`src/rtl/p8_fp32.sv`:
```
// ============================================================================
// p8_fp32 : streaming posit<8,0> to IEEE-754 binary32 decoder, 2-stage
//           valid/ready pipeline with a saturating NaR counter.
// Rev 1.0
// ============================================================================
`default_nettype none

module p8_fp32 (
    input  logic        clk,
    input  logic        rst_n,
    input  logic        in_valid,
    output logic        in_ready,
    input  logic [7:0]  in_p8,
    output logic        out_valid,
    input  logic        out_ready,
    output logic [31:0] out_fp32,
    input  logic        nar_clr,
    output logic [7:0]  nar_cnt
);

    localparam logic [7:0]  C_NAR      = 8'h80;
    localparam logic [31:0] C_QNAN     = 32'h7FC0_0000;
    localparam logic [7:0]  C_CNT_MAX  = 8'hFF;

    // Stage 1: sign / magnitude split and special-value flags
    logic        s1_valid;
    logic        s1_sign;
    logic [7:0]  s1_mag;
    logic        s1_zero;
    logic        s1_nar;

    // Stage 2: assembled binary32 word
    logic        s2_valid;
    logic [31:0] s2_word;

    logic        s2_adv;
    logic        s1_adv;
    logic        in_xfer;

    logic        r0;
    logic [2:0]  run;
    logic        run_done;
    logic [5:0]  frac;
    logic [7:0]  exp_b;
    logic [31:0] word;

    assign s2_adv   = ~s2_valid | out_ready;
    assign s1_adv   = ~s1_valid | s2_adv;
    assign in_ready = s1_adv;
    assign in_xfer  = in_valid & s1_adv;

    assign out_valid = s2_valid;
    assign out_fp32  = s2_word;

    // Regime run length: bits equal to m[6], scanning downward (1..7).
    assign r0 = s1_mag[6];

    always_comb begin
        run      = 3'd1;
        run_done = 1'b0;
        for (int i = 5; i >= 0; i--) begin
            if (!run_done && (s1_mag[i] == r0)) begin
                run = run + 3'd1;
            end else begin
                run_done = 1'b1;
            end
        end
    end

    // Shifting by run drops the regime and terminator, leaving the fraction
    // left-aligned; runs of 6 or 7 leave no fraction bits at all.
    assign frac  = s1_mag[5:0] << run;
    assign exp_b = r0 ? (8'd126 + {5'd0, run}) : (8'd127 - {5'd0, run});

    always_comb begin
        word = {s1_sign, exp_b, frac, 17'd0};
        if (s1_zero) begin
            word = 32'd0;
        end else if (s1_nar) begin
            word = C_QNAN;
        end
    end

    always_ff @(posedge clk or negedge rst_n) begin
        if (!rst_n) begin
            s1_valid <= 1'b0;
            s1_sign  <= 1'b0;
            s1_mag   <= 8'd0;
            s1_zero  <= 1'b0;
            s1_nar   <= 1'b0;
        end else if (s1_adv) begin
            s1_valid <= in_valid;
            if (in_valid) begin
                s1_sign <= in_p8[7];
                s1_mag  <= in_p8[7] ? (~in_p8 + 8'd1) : in_p8;
                s1_zero <= (in_p8 == 8'h00);
                s1_nar  <= (in_p8 == C_NAR);
            end
        end
    end

    always_ff @(posedge clk or negedge rst_n) begin
        if (!rst_n) begin
            s2_valid <= 1'b0;
            s2_word  <= 32'd0;
        end else if (s2_adv) begin
            s2_valid <= s1_valid;
            if (s1_valid) begin
                s2_word <= word;
            end
        end
    end

    // Clear wins over a same-cycle NaR transfer.
    always_ff @(posedge clk or negedge rst_n) begin
        if (!rst_n) begin
            nar_cnt <= 8'd0;
        end else if (nar_clr) begin
            nar_cnt <= 8'd0;
        end else if (in_xfer && (in_p8 == C_NAR) && (nar_cnt != C_CNT_MAX)) begin
            nar_cnt <= nar_cnt + 8'd1;
        end
    end

endmodule

`default_nettype wire

```
`config.mk`:
```
export PLATFORM = sky130hd
export DESIGN_NAME = p8_fp32
export DESIGN_NICKNAME = d
export VERILOG_FILES = /design/src/rtl/p8_fp32.sv
export SDC_FILE = /design/constraint.sdc
export NUM_CORES = 1
export LEC_CHECK = 0
export ABC_AREA = 1
export CAP_MARGIN = 20
export CORE_MARGIN = 10
export CORE_UTILIZATION = 43
export CTS_CLUSTER_SIZE = 20
export DETAILED_ROUTE_END_ITERATION = 10
export PLACE_DENSITY_LB_ADDON = 0.15
export SLEW_MARGIN = 25
export SYNTH_ARGS = -nofsm -noshare
export SYNTH_HDL_FRONTEND = slang
export SYNTH_SLANG_ARGS = --single-unit
```
`constraint.sdc`:
```
create_clock -name clk -period 1.7 [get_ports clk]
set_input_delay 0.34 -clock clk [delete_from_list [all_inputs] [get_ports clk]]
set_output_delay 0.34 -clock clk [all_outputs]
set_load 0.005 [all_outputs]
```
==> flow_summary.toml, run 1 <==
[setup_path]
cp.arrival_ps = 1870
cpMostUsedCell = "nand2_1"
reg2reg_from = "s1_mag[6]"
reg2reg_to = "out_fp32[21]"
max_stage_delay_ps = 460
r2r_slack_ps = 4
path_class = "reg -> reg"
crit_slowest_cell = "dfrtp_2"
cp.required_ps = 1880
cp_max_fo = 6
r2r_cells = 11
crit_chain = "inv_2 -> nand2_2 -> nand2_1 -> nand4_1 -> buf_4 -> nand3_4 -> o211ai_1 -> nand2_1 -> nand2_1 -> nand2_1 -> nand2_1"
end_kind = "flip-flop"
start_kind = "flip-flop"

[grt]
grt_max_degree = 33
antenna_found_initial = 0
grt_overflow = 0
grt_pass1_vias = 1811
gr-usage-all-layers = 0.1236
grt_pass1_wl_mm = 7.672

[power]
internal_power_mw = 2.194
vdd_ir_drop_max_mv = 0.4613
seq_power_share = 0.311
power_leakage_nw = 1.417
pwr-share-comb = 0.472
sw_frac_of_total = 0.3397
power.switching_mw = 1.128
p_clk_frac = 0.216
power_density_nw_per_um2 = 1139

[cts]
ctsHoldBuffers = 0
clk_path_buf_depth = 2
clock_sinks = 32
root_buffer = "clkbuf_8"
cts_buffers = 5
cts_tree = "yes"
htreeDepth = 2
clk_latency_ps = 280
clkSlewWorstSetupHoldPaths_ps = 70

[place]
dp_cells = 376
hpwlAfterDp_mm = 3.620
port_buffers = 37
routabilityCongestion = 0.8352

[sta]
slew_viol_final = 0
period_share = 0.9974
setup_viol = 0
finalHoldViolCount = 0
fin_crit_ps = 1696
clock_skew_ps = 1.727
fmax_ghz = 0.5897
rsz0062_at_grt = "true"

[logic_synthesis]
ys_seq_area_frac = 0.4043
yosys_warnings = 0
netlist_area_sq_um = 1981
synth-edff-count = 0
synth-seq-cells = 32
synth_cell_types = 34
synthFlopType = "dfrtp_1"
async_flop_share = 1.000
syn_area_per_cell_sq_um = 7.677
netlist_instances = 258

[final_layout]
drive_above_1_share = 0.2783
layout.cells.non_filler = 397
utilization = 0.6607
final_common_cell = "nand2_1"
area_delta_synth_final_pct = 47.25
fin_nets = 360
antenna_cells = 0
final_cell_mix = "nand2_1, buf_4, clkdlybuf4s50_1"

[min_path]
holdCritPathClass = "in -> async"

[floorplan]
io_pins = 55
num_rows = 24
die_h_um = 87.87
dieArea_sq_um = 7721
fp.dieW_um = 87.87
core-area_sq_um = 4414
initial_core_util = 0.4487

[drt]
antenna_left = 0
drc = 0
wire_per_inst_um = 12.45
vias = 1904
avgViaCountPerCell = 4.796
drtIter0Drc = 53
drtPass1Iterations = 4
drt-total-wl_mm = 4.942

[outcome]
outcome = "completed"

[flow_run]
drv_cap = 0
-- layout make-up --
| class | instances | area, sq um |
|---|---|---|
| Fill cell | 378 | 1498 |
| Tap cell | 52 | 65.06 |
| Sequential cell | 32 | 804.5 |
| Timing Repair Buffer | 86 | 749.5 |
| Clock inverter | 2 | 35.03 |
| Inverter | 32 | 125.1 |
| Multi-Input combinational cell | 187 | 1065 |
| Clock buffer | 6 | 72.57 |
-- flip-flops by register name, summed over array words and instances (netlist names) --
signal	cells
s1_valid	1
s1_sign	1
s1_nar	1
out_valid	1
out_fp32	12
s1_zero	1
s1_mag	7
nar_cnt	8
-- cell families after synthesis --
| group | share of synthesized area |
|---|---|
| simple gates | 0.2634 |
| buf+inv | 0.1484 |
| compound gates | 0.1276 |
| flops | 0.4043 |
| xor+xnor | 0.03538 |
| fa+ha+maj | 0.01895 |
| other cells | 0.001893 |
-- Yosys cell counts (4+ instances only) --
cell	number	area (sq um)
nand2_1	68	255.2
dfrtp_1	32	800.8
inv_1	28	105.1
o21ai_0	24	120.1
buf_4	20	150.1
nor2_1	16	60.06
nand3_1	12	60.06
a21oi_1	6	30.03
nand4_1	6	37.54
xor2_1	5	43.79
nand2_2	4	25.02
-- how the worst max path moves through the flow --
stage / startpoint / end / depth (start not counted)
2_1_floorplan: s1_mag[6] / out_fp32[25] / 11
3_3_place_gp: in_p8[0] / nar_cnt[6] / 12
3_5_place_dp: in_p8[0] / nar_cnt[3] / 12
4_1_cts: s1_mag[6] / out_fp32[25] / 10
5_1_grt: s1_mag[6] / out_fp32[22] / 13
6_report: s1_mag[6] / out_fp32[21] / 11
-- power by group through the flow --
stage | Sequential, mW | Combinational (mW) | Clock, mW
2_1_floorplan | 1.06 | 0.743 | 0
3_3_place_gp | 1.04 | 1.35 | 0
3_5_place_dp | 1.05 | 1.37 | 0
4_1_cts | 1.04 | 1.41 | 0.732
5_1_grt | 1.06 | 1.73 | 0.769
6_report | 1.03 | 1.57 | 0.718
-- per-layer routing --
metal | vias up | global-route usage | share of wire
met3 | 5 | 0.05385 | 0.077
met2 | 42 | 0.2242 | 0.51
met1 | 883 | 0.1253 | 0.40
met5 | - | 0 | 0
met4 | 0 | 0.03478 | 0.0087
li1 | 974 | - | -
-- stage by stage --
stage,setup TNS (ps),hold WS (ps),total power [mW],area [sq um],setup WS [ps]
2_1_floorplan,-54.84,44.41,1.799,2052,-54.84
3_3_place_gp,-3946,463.3,2.399,2592,-385.9
3_5_place_dp,-4511,464.2,2.423,2592,-450.8
4_1_cts,0,475.3,3.183,2798,2.305
5_1_grt,-745.2,480.1,3.557,2917,-114.4
6_report,0,452.4,3.322,2917,4.342
-- worst max-delay path: cells and delay by family, from the launching register on --
kind / cells / cell delay, ps
buf+inv: 2 / 350
flops: 1 / 460
compound gates: 1 / 100
simple gates: 8 / 690
-- repair_timing --
item | CTS | global route
buffers inserted | 7 | 5
cloned | 0 | 1
pin swaps | 9 | 15
gates resized for setup | 22 | 19
endpoints found under the setup margin | 14 | 17
Power figures use the tool's default switching activity.
==> run 2: changes to the inputs <==
SLEW_MARGIN = not set   (was 25)
==> results of run 2 <==
The final DEF is identical to that of run 1; final timing and power are the same.
